File: config.mk
export PLATFORM = sky130hd
export DESIGN_NAME = mux_nway_stream_flat
export DESIGN_NICKNAME = d
export VERILOG_FILES = /design/src/rtl/mux_nway_stream_pkg.sv /design/src/rtl/mux_nway_stream_if.sv /design/src/rtl/mux_nway_stream_rr_arbiter.sv /design/src/rtl/mux_nway_stream.sv /design/src/flat_wrapper.sv
export SDC_FILE = /design/constraint.sdc
export NUM_CORES = 1
export LEC_CHECK = 0
export BUFFER_PORTS_ARGS = -buffer_cell sky130_fd_sc_hd__clkbuf_2
export CELL_PAD_IN_SITES_DETAIL_PLACEMENT = 2
export CELL_PAD_IN_SITES_GLOBAL_PLACEMENT = 2
export CORE_MARGIN = 8
export CORE_UTILIZATION = 23
export CTS_CLUSTER_SIZE = 8
export DETAILED_ROUTE_END_ITERATION = 6
export GPL_ROUTABILITY_DRIVEN = 0
export MAX_ROUTING_LAYER = met4
export PLACE_DENSITY_LB_ADDON = 0.3
export SYNTH_ARGS = -nofsm -noshare
export SYNTH_HDL_FRONTEND = slang
export SYNTH_SLANG_ARGS = --single-unit
File: constraint.sdc
create_clock -name clk -period 1.7 [get_ports clk]
set_clock_uncertainty 0.1 [all_clocks]
set_input_delay 0.085 -clock clk [delete_from_list [all_inputs] [get_ports clk]]
set_output_delay 0.085 -clock clk [all_outputs]
set_load 0.03 [all_outputs]
File: src/rtl/mux_nway_stream_pkg.sv
// Shared constants and helpers for the N-way registered stream multiplexer.
// Mode selectors, output-stage state encoding and small index arithmetic.
package mux_nway_stream_pkg;

    localparam int MUX_MODE_SEL = 0;
    localparam int MUX_MODE_RR  = 1;

    typedef enum logic {
        ST_EMPTY = 1'b0,
        ST_FULL  = 1'b1
    } out_state_e;

    // Smallest r with 2**r >= n; used to derive channel-index widths.
    function automatic int clog2(input int n);
        int r;
        r = 0;
        for (int i = 0; i < 31; i++) begin
            if ((1 << i) < n) begin
                r = i + 1;
            end
        end
        return r;
    endfunction

    // (base + off) mod n, valid while base < n and off <= n.
    function automatic int wrap_idx(input int base, input int off, input int n);
        int s;
        s = base + off;
        return (s >= n) ? (s - n) : s;
    endfunction

endpackage

File: src/rtl/mux_nway_stream_if.sv
// Handshake bundle between NCH producers, the multiplexer and one consumer.
// A word moves on any edge where its valid and ready are both high; valid never waits on ready.
interface mux_nway_stream_if
    import mux_nway_stream_pkg::*;
#(
    parameter int WIDTH = 16,
    parameter int NCH   = 4,
    parameter int SELW  = clog2(NCH)
);

    logic [NCH*WIDTH-1:0] in_data;
    logic [NCH-1:0]       in_valid;
    logic [NCH-1:0]       in_ready;
    logic [SELW-1:0]      sel;
    logic [WIDTH-1:0]     out_data;
    logic                 out_valid;
    logic                 out_ready;
    logic [SELW-1:0]      out_ch;

    modport master (
        output in_data, in_valid, sel, out_ready,
        input  in_ready, out_data, out_valid, out_ch
    );

    modport slave (
        input  in_data, in_valid, sel, out_ready,
        output in_ready, out_data, out_valid, out_ch
    );

endinterface

File: src/rtl/mux_nway_stream_rr_arbiter.sv
// Rotating-priority encoder: grants the first requester at or after ptr, wrapping at NCH.
// Purely combinational; the caller owns the pointer register.
module rr_arbiter
    import mux_nway_stream_pkg::*;
#(
    parameter int NCH  = 4,
    parameter int SELW = clog2(NCH)
) (
    input  logic [NCH-1:0]  req,
    input  logic [SELW-1:0] ptr,
    output logic [SELW-1:0] gnt,
    output logic            gnt_vld
);

    // Scan from the farthest offset down so the closest requester to ptr wins last.
    always_comb begin
        gnt     = '0;
        gnt_vld = 1'b0;
        for (int k = NCH - 1; k >= 0; k--) begin
            if (wrap_idx(int'(ptr), k, NCH) < NCH) begin
                if (req[wrap_idx(int'(ptr), k, NCH)]) begin
                    gnt     = SELW'(wrap_idx(int'(ptr), k, NCH));
                    gnt_vld = 1'b1;
                end
            end
        end
    end

endmodule

File: src/rtl/mux_nway_stream.sv
// N-channel stream multiplexer with one registered output stage and back-pressure.
// Channel choice comes from sel (MODE 0) or a round-robin pointer (MODE 1).
module mux_nway_stream
    import mux_nway_stream_pkg::*;
#(
    parameter int WIDTH = 16,
    parameter int NCH   = 4,
    parameter int SELW  = clog2(NCH),
    parameter int MODE  = MUX_MODE_SEL
) (
    input  logic                    clk,
    input  logic                    rst,
    mux_nway_stream_if.slave        bus,
    output out_state_e              state_dbg,
    output logic [SELW-1:0]         ptr_dbg
);

    out_state_e       state;
    out_state_e       state_next;
    logic [WIDTH-1:0] data_q;
    logic [WIDTH-1:0] word;
    logic [SELW-1:0]  ch_q;
    logic [SELW-1:0]  ptr;
    logic [SELW-1:0]  gnt;
    logic             gnt_vld;
    logic             load_en;
    logic             take;

    generate
        if (MODE == MUX_MODE_RR) begin : g_rr
            rr_arbiter #(
                .NCH  (NCH),
                .SELW (SELW)
            ) u_arb (
                .req     (bus.in_valid),
                .ptr     (ptr),
                .gnt     (gnt),
                .gnt_vld (gnt_vld)
            );
        end else begin : g_sel
            // An out-of-range sel simply matches no channel.
            always_comb begin
                gnt     = bus.sel;
                gnt_vld = 1'b0;
                for (int i = 0; i < NCH; i++) begin
                    if (bus.sel == SELW'(i) && bus.in_valid[i]) begin
                        gnt_vld = 1'b1;
                    end
                end
            end
        end
    endgenerate

    assign load_en = (state == ST_EMPTY) || bus.out_ready;
    assign take    = !rst && load_en && gnt_vld;

    // Ready and data steering decode the grant only, never in_data.
    always_comb begin
        bus.in_ready = '0;
        word         = '0;
        for (int i = 0; i < NCH; i++) begin
            if (gnt == SELW'(i)) begin
                bus.in_ready[i] = take;
                word            = bus.in_data[i*WIDTH +: WIDTH];
            end
        end
    end

    always_ff @(posedge clk or posedge rst) begin
        if (rst) begin
            state <= ST_EMPTY;
        end else begin
            state <= state_next;
        end
    end

    always_comb begin
        state_next = state;
        case (state)
            ST_EMPTY: if (take) state_next = ST_FULL;
            ST_FULL:  if (bus.out_ready && !take) state_next = ST_EMPTY;
            default:  state_next = ST_EMPTY;
        endcase
    end

    // Payload is only rewritten on a load, so a drain leaves the last word visible.
    always_ff @(posedge clk or posedge rst) begin
        if (rst) begin
            data_q <= '0;
            ch_q   <= '0;
        end else if (take) begin
            data_q <= word;
            ch_q   <= gnt;
        end
    end

    always_ff @(posedge clk or posedge rst) begin
        if (rst) begin
            ptr <= '0;
        end else if (MODE == MUX_MODE_RR && take) begin
            ptr <= SELW'(wrap_idx(int'(gnt), 1, NCH));
        end
    end

    assign bus.out_data  = data_q;
    assign bus.out_ch    = ch_q;
    assign bus.out_valid = (state == ST_FULL);
    assign state_dbg     = state;
    assign ptr_dbg       = ptr;

endmodule

File: src/flat_wrapper.sv
// flat-port wrapper written by rule: the top's interface ports become plain ports
module mux_nway_stream_flat import mux_nway_stream_pkg::*;
#(
    parameter int WIDTH = 16,
    parameter int NCH   = 4,
    parameter int SELW  = clog2(NCH),
    parameter int MODE  = MUX_MODE_SEL
)
  (clk, rst, state_dbg, ptr_dbg, bus_in_data, bus_in_valid, bus_sel, bus_out_ready, bus_in_ready, bus_out_data, bus_out_valid, bus_out_ch);
  mux_nway_stream_if #(.WIDTH(WIDTH), .NCH(NCH), .SELW(SELW)) bus_i ();
  input  logic clk;
  input  logic rst;
  output out_state_e state_dbg;
  output logic [SELW-1:0] ptr_dbg;
  input wire logic [$bits(bus_i.in_data)-1:0] bus_in_data;
  input wire logic [$bits(bus_i.in_valid)-1:0] bus_in_valid;
  input wire logic [$bits(bus_i.sel)-1:0] bus_sel;
  input wire logic [$bits(bus_i.out_ready)-1:0] bus_out_ready;
  output wire logic [$bits(bus_i.in_ready)-1:0] bus_in_ready;
  output wire logic [$bits(bus_i.out_data)-1:0] bus_out_data;
  output wire logic [$bits(bus_i.out_valid)-1:0] bus_out_valid;
  output wire logic [$bits(bus_i.out_ch)-1:0] bus_out_ch;
  assign bus_i.in_data = bus_in_data;
  assign bus_i.in_valid = bus_in_valid;
  assign bus_i.sel = bus_sel;
  assign bus_i.out_ready = bus_out_ready;
  assign bus_in_ready = bus_i.in_ready;
  assign bus_out_data = bus_i.out_data;
  assign bus_out_valid = bus_i.out_valid;
  assign bus_out_ch = bus_i.out_ch;
  mux_nway_stream #(.WIDTH(WIDTH), .NCH(NCH), .SELW(SELW), .MODE(MODE)) u_core (.clk(clk), .rst(rst), .bus(bus_i), .state_dbg(state_dbg), .ptr_dbg(ptr_dbg));
endmodule
== Yosys cells after proc, flatten, opt, wreduce, memory -nomap -nowiden ==
Cells that the tools add are included.
Widths: inputs -> output; s select.

* Register bits: 19
* Input port bits: 73
* Output and inout bits: 26
* Word-level logic and storage cells: 33

* Equal/unequal tests: 3
* Muxes and demuxes: 15
* Bitwise gates (word level): 1
* Reductions and logical operators: 11

{| class="wikitable"
|+ Operators by type and width
! kind !! number
|-
| $mux 16 || 4
|-
| $mux 1 || 10
|-
| $logic_and 1x1->1 || 7
|-
| $eq 2x2->1 const B || 2
|-
| $eq 2x1->1 const B || 1
|-
| $logic_not 1->1 || 2
|-
| $logic_not 2->1 || 1
|-
| $pmux 1 s2 || 1
|-
| $logic_or 1x1->1 || 1
|-
| $not 1->1 || 1
|}

== Longest topological paths before layout ==
* Depth in word-level cells: 11
* Gate-level depth with buffers: 5
* Depth with buffers taken out: 3

== Worst setup path before layout ==
No wires, ideal clock.

* Path type: register to output
* From: register u_core.state, in the netlist u_core.bus.out_valid
* To: output port bus_in_ready[0]
* Arrival time: 1.603 ns
* Path slack: -0.088 ns
* Cell stages (with the launch flop): 4
* Path through: dfrtp_1 > nand2b_1 > nand3_1 > nor3b_1

* Cells in the longest elaborated chain, start to end: 5

{| class="wikitable"
|+ Ends and longest elaborated chain
! what !! RTL line !! text
|-
| start: declaration || mux_nway_stream.sv:18 || <nowiki>out_state_e state;</nowiki>
|-
| start signal: assignment || mux_nway_stream.sv:73 || <nowiki>state <= state_next;</nowiki>
|-
| $not 1->1 || mux_nway_stream.sv:54 || <nowiki>assign load_en = (state == ST_EMPTY) || bus.out_ready;</nowiki>
|-
| $logic_or 1x1->1 || mux_nway_stream.sv:54 ||
|-
| $logic_and 1x1->1 (2 in series) || mux_nway_stream.sv:55 || <nowiki>assign take = !rst && load_en && gnt_vld;</nowiki>
|-
| $mux 1 || mux_nway_stream.sv:62 || <nowiki>if (gnt == SELW'(i)) begin</nowiki>
|-
| end: declaration || flat_wrapper.sv:19 || <nowiki>output wire logic [$bits(bus_i.in_ready)-1:0] bus_in_ready;</nowiki>
|}

No other way between the ends.

== Worst setup path after layout ==
Same ends and word-level chain as after synthesis.

==> results.cfg <==
[run_status]
outcome = finished clean

[worst_setup_path]
crit_slowest_cell = dfrtp_1
critPathLaunchType = flop
path_cells = nand2b_1 > nand3_1 > nor3b_2 > clkbuf_2
worstPathArrival_ps = 1450
required_ps = 1510
max_stage_delay_ps = 410
worst-path-stages = 4
path_class = reg -> out
r2r_cells = 3
crit_fanout = 4
path_delay_family = simple AND/OR/NAND/NOR gates
path_buf_inv = 1
cp-end-kind = output pin

[place]
port_buffers = 96
dp_slack_ps = 31.0
dp.final_hpwl_um = 4410

[yosys]
netlist_area_sq_um = 1310
syn_inst = 81
synth_most_common_cell = dfrtp_1
synth_edf_count = 0
ys.flop_type = dfrtp_1
synthDistinctLibCells = 26
synth_top_area_cell = dfrtp_1
ys_top_cells_by_count = dfrtp_1, mux4_2, mux2_2, mux2_4, mux4_1
ys_ff_latch = 19
synth_top_area_share = 0.363
yosysWarningCount = 2
async_flop_share = 1.00
syn_area_per_cell_sq_um = 16.2
yosysSeqAreaShare = 0.363
synthTopCellsByArea = dfrtp_1, mux4_2, mux2_4, mux4_1, mux2_2

[routing]
vias_per_cell = 4.60
detail_route.wl_per_cell_um = 19.8
drtIter0Drc = 80
routed_wl_um = 4990
ant_nets = 0
drcViolationCount = 0
dr.pass1.iters = 4
vias = 1158

[final_layout]
n_antenna_cell = 0
multi_input_area_sq_um = 752
regArea_sq_um = 475
area_delta_synth_final_pct = 45.8
nets = 254
drive_gt1_frac = 0.761
nFillCells = 596

[power]
cellPowerDensity_nw_per_um2 = 939
power_leakage_nw = 0.982
vdd.ir_drop.worst_uv = 259

[floorplan]
initial_core_util = 0.238
die_x_um = 91.4
ioPinCount = 99
dieHeight_um = 91.4
num_rows = 27
die_area_sq_um = 8360
coreArea_sq_um = 5510

[clocking]
clk_pin_slew_ps = 70
cts_resized = 0
ctsHtreeMaxLevel = 1
cts_tree = yes
cts_buffers = 3
root_buffer = clkbuf_8
cts_sinks = 19
clock_latency_ps = 250
clock_path_buffers = 2

[sta]
slew_viol_final = 0
fin_crit_sh = 0.963
setup_slack_ps = 63.2
fmax_mhz = 611
min_period_ps = 1640
rsz0062_at_grt = yes
hold_ws_ps = 49.5
finalHoldViolations = 0
setup_viol = 0
tns_ps = 0

[global_routing]
grt_pass1_vias = 1429
grt.total_usage = 0.125
grt_overflow_total = 0
grt_antenna_before_repair = 0
grt_max_degree = 24
grt_pass1_wl_um = 7980

[run]
drv_cap = 0

[hold_path]
min_path_type = in -> reg
hold_path_depth = 3
## tightest hold or removal path: cells and delay by family
| family | cells | cell delay, ps |
|---|---|---|
| buffers and inverters | 1 | 110 |
| AO/OA/AOI/OAI | 2 | 160 |
## layer usage
metal,share of wire,GRT usage,wire [um],up-vias
li1,-,-,-,514
met1,0.34,0.116,1690,588
met2,0.57,0.233,2820,48
met3,0.073,0.0346,363,8
met4,0.022,0.0518,111,0
met5,0,-,0,-
## stage by stage
| step | cell area, sq um | total power (W) | utilization | cells |
|---|---|---|---|---|
| floorplan | 1320 | 0.00121 | - | 82 |
| global placement | 1840 | 0.00148 | 0.335 | 246 |
| detailed placement | 1840 | 0.00151 | 0.335 | 246 |
| CTS | 1910 | 0.00183 | 0.347 | 252 |
| global route | 1910 | 0.00190 | 0.347 | 252 |
| finish | 1910 | 0.00179 | 0.347 | 252 |
## cell families (layout without fill, tap and decap cells)
kind of cell | Yosys count | count (layout) | share of synthesized area
mux | 36 | 36 | 0.492
flops | 19 | 19 | 0.363
simple gates | 11 | 11 | 0.0583
buf+inv | 11 | 109 | 0.0688
compound gates | 3 | 3 | 0.0143
other cells | 1 | 2 | 0.00287
## power breakdown
part | total [W] | switching, W | internal (W) | leakage (nW)
registers | 0.000652 | 0.0000759 | 0.000576 | 0.222
clock network | 0.000308 | 0.000141 | 0.000166 | 0.0228
logic | 0.000832 | 0.000476 | 0.000356 | 0.737
## flip-flops by register name, summed over array words and instances, names as in the netlist
name and flops:
u_core.bus.out_data 16, u_core.bus.out_valid 1, u_core.bus.out_ch 2
## layout by cell type (no fill, tap or decap)
cell and count:
dfrtp_1 19, mux2_4 9, conb_1 2, dlygate4sd3_1 2, and4_1 1, inv_1 2, nor2b_1 1, nand3_4 1
mux4_2 13, o31ai_1 1, nand3_1 1, nor2_1 2, nand2_1 2, a31oi_1 1, clkbuf_2 96, mux2_2 9
nand2b_1 1, and4b_1 1, clkbuf_8 3, o21ai_0 1, mux2i_1 1, mux4_1 4, nor3b_2 1, buf_4 5
clkbuf_1 1
## final cells by class
| cell class | instances | share of cell area |
|---|---|---|
| Clock buffer | 4 | 0.0236 |
| Timing Repair Buffer | 103 | 0.282 |
| Tap cell | 72 | 0.0472 |
| Multi-Input combinational cell | 52 | 0.394 |
| Sequential cell | 19 | 0.249 |
| Inverter | 2 | 0.00393 |
## path summary, 6_finish.rpt
kind	startpoint	endpoint	slack, ps
worst max-delay path	u_core.bus.out_valid	bus_in_ready[0]	60
worst min-delay path	rst	u_core.bus.out_ch[0]	50
worst max register to register	u_core.bus.out_valid	u_core.bus.out_data[12]	160
worst min register to register	u_core.bus.out_data[4]	u_core.bus.out_data[4]	410
max in group asynchronous	rst	u_core.bus.out_data[7]	720
min in group asynchronous	rst	u_core.bus.out_ch[0]	370
## what timing repair did
item / CTS / global route
endpoints found under the setup margin: 0 / 1
endpoints found under the hold margin: 19 / 0
setup buffers: 0 / 0
hold buffers: 2 / 0
Note: power is estimated with default switching activity, not from simulation.
